===== src/rtl/cpu_types_pkg.sv =====
// Shared CPU types: RAM handshake states, word type,
// and the arbiter's FSM and grant encodings.
package cpu_types_pkg;

    typedef logic [31:0] word_t;

    typedef enum logic [1:0] {
        FREE   = 2'd0,
        BUSY   = 2'd1,
        ACCESS = 2'd2,
        ERROR  = 2'd3
    } ramstate_t;

    typedef enum logic [1:0] {
        IDLE  = 2'd0,
        DSERV = 2'd1,
        ISERV = 2'd2
    } arb_state_t;

    typedef enum logic {
        INSTR = 1'b0,
        DATA  = 1'b1
    } grant_t;

endpackage


===== src/rtl/memory_arbiter.sv =====
// Single-port RAM arbiter between icache and dcache requests.
// Registered grant, round-robin tie-break, per-access watchdog.
import cpu_types_pkg::*;

module memory_arbiter #(
    parameter int unsigned TIMEOUT = 255,
    parameter word_t       ERRWORD = 32'hBAD1BAD1
) (
    input  logic      CLK,
    input  logic      nRST,
    input  logic      iREN,
    input  word_t     iaddr,
    output logic      iwait,
    output word_t     iload,
    input  logic      dREN,
    input  logic      dWEN,
    input  word_t     daddr,
    input  word_t     dstore,
    output logic      dwait,
    output word_t     dload,
    output logic      ramREN,
    output logic      ramWEN,
    output word_t     ramaddr,
    output word_t     ramstore,
    input  word_t     ramload,
    input  ramstate_t ramstate,
    output logic      timeout
);

    localparam logic [7:0] TLIM = 8'(TIMEOUT);

    arb_state_t state, nxt;
    grant_t     last;
    word_t      addr_q, store_q;
    logic       wen_q;
    logic [7:0] cnt;
    logic       tmo_q;

    logic  dreq, ireq, serv, abort, acc, expire, done, pick_d;
    word_t rdata;

    assign dreq   = dREN | dWEN;
    assign ireq   = iREN;
    assign serv   = (state != IDLE);
    assign acc    = (ramstate == ACCESS);
    assign expire = (cnt >= TLIM);
    assign abort  = (state == DSERV && !dreq) ||
                    (state == ISERV && !ireq);
    assign done   = serv && !abort && (acc || expire);
    assign rdata  = acc ? ramload : ERRWORD;

    // Next-state and grant selection; data wins ties when instr went last.
    always_comb begin
        nxt    = state;
        pick_d = 1'b0;
        unique case (1'b1)
            (state == IDLE): begin
                if (dreq && ireq) pick_d = (last == INSTR);
                else              pick_d = dreq;
                if (dreq || ireq) nxt = pick_d ? DSERV : ISERV;
            end
            default: begin
                if (abort || done) nxt = IDLE;
            end
        endcase
    end

    assign ramREN   = serv && !wen_q;
    assign ramWEN   = serv && wen_q;
    assign ramaddr  = addr_q;
    assign ramstore = store_q;
    assign dwait    = !(done && state == DSERV);
    assign iwait    = !(done && state == ISERV);
    assign dload    = (done && state == DSERV) ? rdata : '0;
    assign iload    = (done && state == ISERV) ? rdata : '0;
    assign timeout  = tmo_q;

    // State, request latch, saturating watchdog counter, sticky flag.
    always_ff @(posedge CLK) begin
        if (!nRST) begin
            state   <= IDLE;
            last    <= INSTR;
            addr_q  <= '0;
            store_q <= '0;
            wen_q   <= 1'b0;
            cnt     <= '0;
            tmo_q   <= 1'b0;
        end else begin
            state <= nxt;
            if (state == IDLE) begin
                cnt <= '0;
                if (dreq || ireq) begin
                    addr_q  <= pick_d ? daddr : iaddr;
                    store_q <= pick_d ? dstore : '0;
                    wen_q   <= pick_d && dWEN;
                end
            end else if (!acc && cnt != 8'hFF) begin
                cnt <= cnt + 8'd1;
            end
            if (done) last <= (state == DSERV) ? DATA : INSTR;
            if (serv && !abort && !acc && expire) tmo_q <= 1'b1;
        end
    end

endmodule


===== config.mk =====
export PLATFORM = sky130hd
export DESIGN_NAME = memory_arbiter
export DESIGN_NICKNAME = d
export VERILOG_FILES = /design/src/rtl/cpu_types_pkg.sv /design/src/rtl/memory_arbiter.sv
export SDC_FILE = /design/constraint.sdc
export NUM_CORES = 1
export LEC_CHECK = 0
export ABC_CLOCK_PERIOD_IN_PS = 2400
export CAP_MARGIN = 10
export CORE_MARGIN = 3
export CORE_UTILIZATION = 35
export DETAILED_ROUTE_END_ITERATION = 12
export PLACE_DENSITY = 0.79
export SYNTH_ARGS = -nofsm -noshare
export SYNTH_HDL_FRONTEND = slang
export SYNTH_SLANG_ARGS = --single-unit

===== constraint.sdc =====
create_clock -name CLK -period 2.4 [get_ports CLK]
set_clock_uncertainty 0.15 [all_clocks]
set_input_delay 0.36 -clock CLK [delete_from_list [all_inputs] [get_ports CLK]]
set_output_delay 0.36 -clock CLK [all_outputs]
set_load 0.1 [all_outputs]

[Yosys cells after proc, flatten, opt, wreduce, memory -nomap -nowiden]
Index checks and enable logic that the tools add are counted.
Operators by class
  add/subtract/negate cells: 1
  $lt $le $gt $ge: 1
  eq/ne operators: 5
  muxes and demuxes: 13
  bitwise operators: 3
  reductions and logical operators: 30
Operators with widths (count)
  two-way mux 32 bit: 5
  logical AND 1 bit: 13
  adder 8 x 1 -> 8 bit, second input constant: 1
  >= comparator 8 bit, second input constant: 1
  two-way mux 2 bit: 4
  inequality test 8 bit, second input constant: 1
  zero test 1 bit: 7
  == test 2 bit, second input constant: 2
  logical OR 1 bit: 4
  two-way mux 1 bit: 4
  AND reduction 2 bit: 2
  nonzero test 2 bit: 2
  == test 2 x 1 -> 1 bit, second input constant: 1
  zero test 2 bit: 1
  inequality test 2 x 1 -> 1 bit, second input constant: 1
  NOT 1 bit: 2
  OR reduction 2 bit: 1
  OR 1 bit: 1
Storage, ports and cells
  flip-flop bits (word level): 77
  input port bits: 135
  output and inout port bits: 133
  logic and storage cells: 60

[Depth between registers and ports, before layout]
  depth in word-level cells: 10
  gate-level depth with buffers: 7
  gate-level depth less buffers: 5

[Worst setup path before layout]
No wires, ideal clock.
  path kind: reg-to-output
  start: reg cnt[0]
  end: out dload[22]
  data arrival time: 2915 ps
  required time: 1890 ps
  path slack: -1025 ps
  cell stages (with the launch flop): 7
  buffers on the path: 1
  cell sequence: dfxtp_1 ha_1 nand3_1 o21ai_2 o2111ai_1 buf_2 nor2_1
On the way
  word-level cells in the longest chain between the ends: 5
Ends and longest elaborated chain
  start, declared: RTL line memory_arbiter.sv:36  | logic [7:0] cnt;
  start signal, assigned: RTL line memory_arbiter.sv:98  | cnt <= cnt + 8'd1;
  >= comparator 8 bit: RTL line memory_arbiter.sv:46  | assign expire = (cnt >= TLIM);
  logical OR 1 bit: RTL line memory_arbiter.sv:49  | assign done = serv && !abort && (acc || expire);
  logical AND 1 bit: RTL line memory_arbiter.sv:49
  logical AND 1 bit: RTL line memory_arbiter.sv:74  | assign dload = (done && state == DSERV) ? rdata : '0;
  two-way mux 32 bit: RTL line memory_arbiter.sv:74
  end, declared: RTL line memory_arbiter.sv:20  | output word_t dload,
Every way passes these cells.

[Worst setup path after layout]
  start: reg cnt[1]
  end: out iload[24]
On the way
  word-level cells in the longest chain between the ends: 5
Ends and longest elaborated chain
  >= comparator 8 bit: RTL line memory_arbiter.sv:46
  logical OR 1 bit: RTL line memory_arbiter.sv:49
  logical AND 1 bit: RTL line memory_arbiter.sv:49
  logical AND 1 bit: RTL line memory_arbiter.sv:75  | assign iload = (done && state == ISERV) ? rdata : '0;
  two-way mux 32 bit: RTL line memory_arbiter.sv:75
  end, declared: RTL line memory_arbiter.sv:14  | output word_t iload,
Every way passes these cells.

==> impl_metrics.csv <==
group,metric,value,unit
setup_path,crit_family,"simple AND/OR/NAND/NOR gates",
yosys,synth-warning-count,0,
setup_path,timing.critical_path.fanout_max,5,
setup_path,crit_path_start_kind,"flop",
detailed_routing,via_count,4496,
grt,grt_first_pass_wirelength,25000,um
clocking,clk_path_buf_depth,2,
detailed_routing,drt-wirelength-per-cell,19.5,um
sta,finalSetupViolations,65,
setup_path,worst-r2r-cell-count,6,
setup_path,maximum_single_stage_delay_on_the_critical_path,0.48,ns
clocking,cts_buffers,9,
sta,worst_hold_slack,0.258,ns
setup_path,setup.worst_path.end_class,"primary output",
sta,worst-slew-pin-transition,0.554,ns
power_and_ir_drop,power.combinational.fraction,46.3,%
floorplan,fp.coreArea,10000,um2
clocking,clock_tree.htree_level_count,3,
setup_path,cp_data_arrival_time,2.12,ns
power_and_ir_drop,power.static_leakage,3.08,nW
yosys,synth_top_cell_area_share,41.9,%
yosys,mappedNetlistNets,570,
clocking,clk_pin_slew_worst_paths,0.07,ns
finish,drive_above_1_share,38.4,%
sta,fmaxAchievable,381,MHz
power_and_ir_drop,vdd_drop_max,0.451,mV
finish,layout_commonest_cell,"clkdlybuf4s50_1",
yosys,synth_area_per_cell,8.47,um2
grt,grt_max_degree,54,
placed_design,buffer_ports.inserted,267,
power_and_ir_drop,total_power,4.46,mW
setup_path,critical_path_buf_inv_count,2,
sta,rsz0062_at_grt,"true",
setup_path,r2r_slack,0.49,ns
setup_path,setup.worst_path.class,"reg2out",
placed_design,hpwlAfterDp,12300,um
sta,timing.final.crit_period,2.63,ns
yosys,synthDominantAreaCellType,"dfxtp_1",
power_and_ir_drop,power.share.switching,43.0,%
detailed_routing,initial_drc_count,202,
sta,final-max-slew-violation-count,0,
sta,maxSlewHeadroom,62.8,%
yosys,ys_async_sr_fraction,0,%
detailed_routing,drt_first_pass_iters,5,
setup_path,r2r_end,"ramaddr[26]",
floorplan,row_cnt,36,
status,violated_checks,"negative setup slack",
floorplan,die_w,109,um
clocking,tritoncts,"yes",
setup_path,worstReg2RegStart,"state[0]",
detailed_routing,routed_via_density,5.22,
hold_path,hold_path_end,"timeout",
setup_path,worst-endpoint-required,1.89,ns
yosys,synth_area,3680,um2
power_and_ir_drop,power.density,551,nW/um2
grt,vias_in_the_first_global_route,4604,
power_and_ir_drop,switching_power,1.92,mW
yosys,synth-main-ff-cell,"dfxtp_1",
placed_design,dpl.cell_count,829,
yosys,seq_area_frac_synth,41.9,%
sta,finalHoldViolations,0,
setup_path,slowest_cell_on_the_critical_path,"or3_4",
grt,globalRouteOverflowTotal,0,
yosys,synthDistinctLibCells,41,
job,maxCapViolations,0,
detailed_routing,drt.antenna.violating_nets,0,
grt,grt.total_usage,27.5,%
power_and_ir_drop,power_share_of_the_sequential_group,32.7,%
detailed_routing,detail_route.wirelength,16800,um
floorplan,die-area,11800,um2
grt,grt_antenna_before_repair,1,
power_and_ir_drop,p_int,2.54,mW
sta,timing.setup.tns,-8.51,ns
hold_path,worst_hold_path_type,"in2reg",
clocking,clk_latency,0.34,ns
sta,fin_crit_share,109,%
yosys,post_synth_inst_count,434,
clocking,clk_root_buffer_cell,"clkbuf_8",
power_and_ir_drop,clock_power_share,21.0,%
yosys,synth_enable_flop_cells,0,
detailed_routing,route.detailed.drc,0,
clocking,cts_sinks,77,
finish,finalNetCount,859,
placed_design,finalWeightedCongestion,0.885,
floorplan,top_level_ports,268,
floorplan,die_height,109,um
finish,synthToLayoutAreaGrowth,120,%
floorplan,initial_util,36.8,%
yosys,yosys-top-cells-area,"dfxtp_1, o221ai_1, a22oi_1, a21boi_1, nor2b_1",
setup_path,path_cells,"ha_4, and3_4, a21oi_4, or3_4, buf_8, nor2_4, buf_12",
hold_path,min_from,"nRST",
hold_path,hold_depth,2,
finish,layout.cells.most_common_list,"clkdlybuf4s50_1, buf_4, buf_12",
sta,fin_ws,-0.228,ns
status,status,"complete, but fails checks",
finish,layoutNonFillerInstCount,861,
finish,layout.core_utilization,80.9,%
yosys,seq_cells_post_synth,77,
## power groups by stage
stage                     sequential, mW  clock [mW]  combinational, mW
after floorplan                     2.25           0              0.589
after global placement              1.48           0               2.01
after detailed placement            1.49           0               2.04
after CTS                           1.46       0.949               2.07
after global routing                1.47        1.01               2.14
final                               1.46       0.934               2.06
## cell families after synthesis
logic type	share of synthesized area, %
AOI/OAI and AO/OA	25.2
xor gates and xnor gates	0.953
buffers and inverters	6.43
adders and majority gates	0.340
and+or+nand+nor	25.2
DFF	41.9
## synth_stat cells (4+ instances only)
cell      instances
dfxtp_1          77
nor2_1           59
nand2_1          50
nor2b_1          36
a22oi_1          34
a21boi_1         33
o221ai_1         32
nor2_2           29
clkbuf_1         19
buf_2            15
a21oi_1           4
## worst max-delay path by stage
stage                      startpoint         to  slack, ns  depth (start not counted)
after CTS                      cnt[0]  iload[26]      -0.21                          7
after detailed placement  ramstate[1]  iload[31]      -0.33                          7
after global routing           cnt[1]  iload[19]      -0.28                          7
after global placement    ramstate[1]  iload[31]      -0.31                          7
final                          cnt[1]  iload[24]      -0.23                          7
after floorplan                cnt[0]   iload[0]      -0.15                          6
## flip-flops by register name (all words and copies together), names as in the netlist
signal / count
ramaddr: 32
ramstore: 32
cnt: 8
state: 2
last: 1
timeout: 1
wen_q: 1
## metrics by stage
step	worst slack, ns	cell area, um2
global route	-0.275	8090
CTS	-0.211	8050
global placement	-0.310	7650
floorplan	-0.151	4170
detailed placement	-0.329	7650
finish	-0.228	8090
## worst reg2reg max path, cell delays in order, from the launching register on
cell and delay [ns]:
dfxtp_1 0.33, buf_4 0.16, nor2_1 0.36, o31a_1 0.31, buf_4 0.22, o221ai_1 0.15
a21boi_1 0.17
## final cells by class
| class | instances | area, um2 |
|---|---|---|
| clock buffers | 12 | 145 |
| clock inverters | 2 | 35.0 |
| multi-input cells | 315 | 2400 |
| inverters | 2 | 7.51 |
| diodes | 2 | 5.00 |
| flip-flops and latches | 77 | 1550 |
| repair buffers | 318 | 3780 |
| well taps | 133 | 166 |
| fillers | 570 | 1910 |
## routing by layer
| layer | wire length, um | GRT usage (%) |
|---|---|---|
| met1 | 6160 | 29.2 |
| met2 | 8280 | 47.4 |
| met3 | 1750 | 10.4 |
| met4 | 598 | 14.0 |
| met5 | 0 | 0 |
## timing repair
| action | in CTS | in global routing |
|---|---|---|
| pin swaps | 10 | 31 |
| resized for setup | 15 | 14 |
| gates cloned | 4 | 1 |
| hold buffers | 0 | 0 |
| hold endpoints to repair | 0 | 0 |
| setup endpoints to repair | 66 | 66 |
| setup buffers | 8 | 6 |
(Power assumes the default switching activity.)
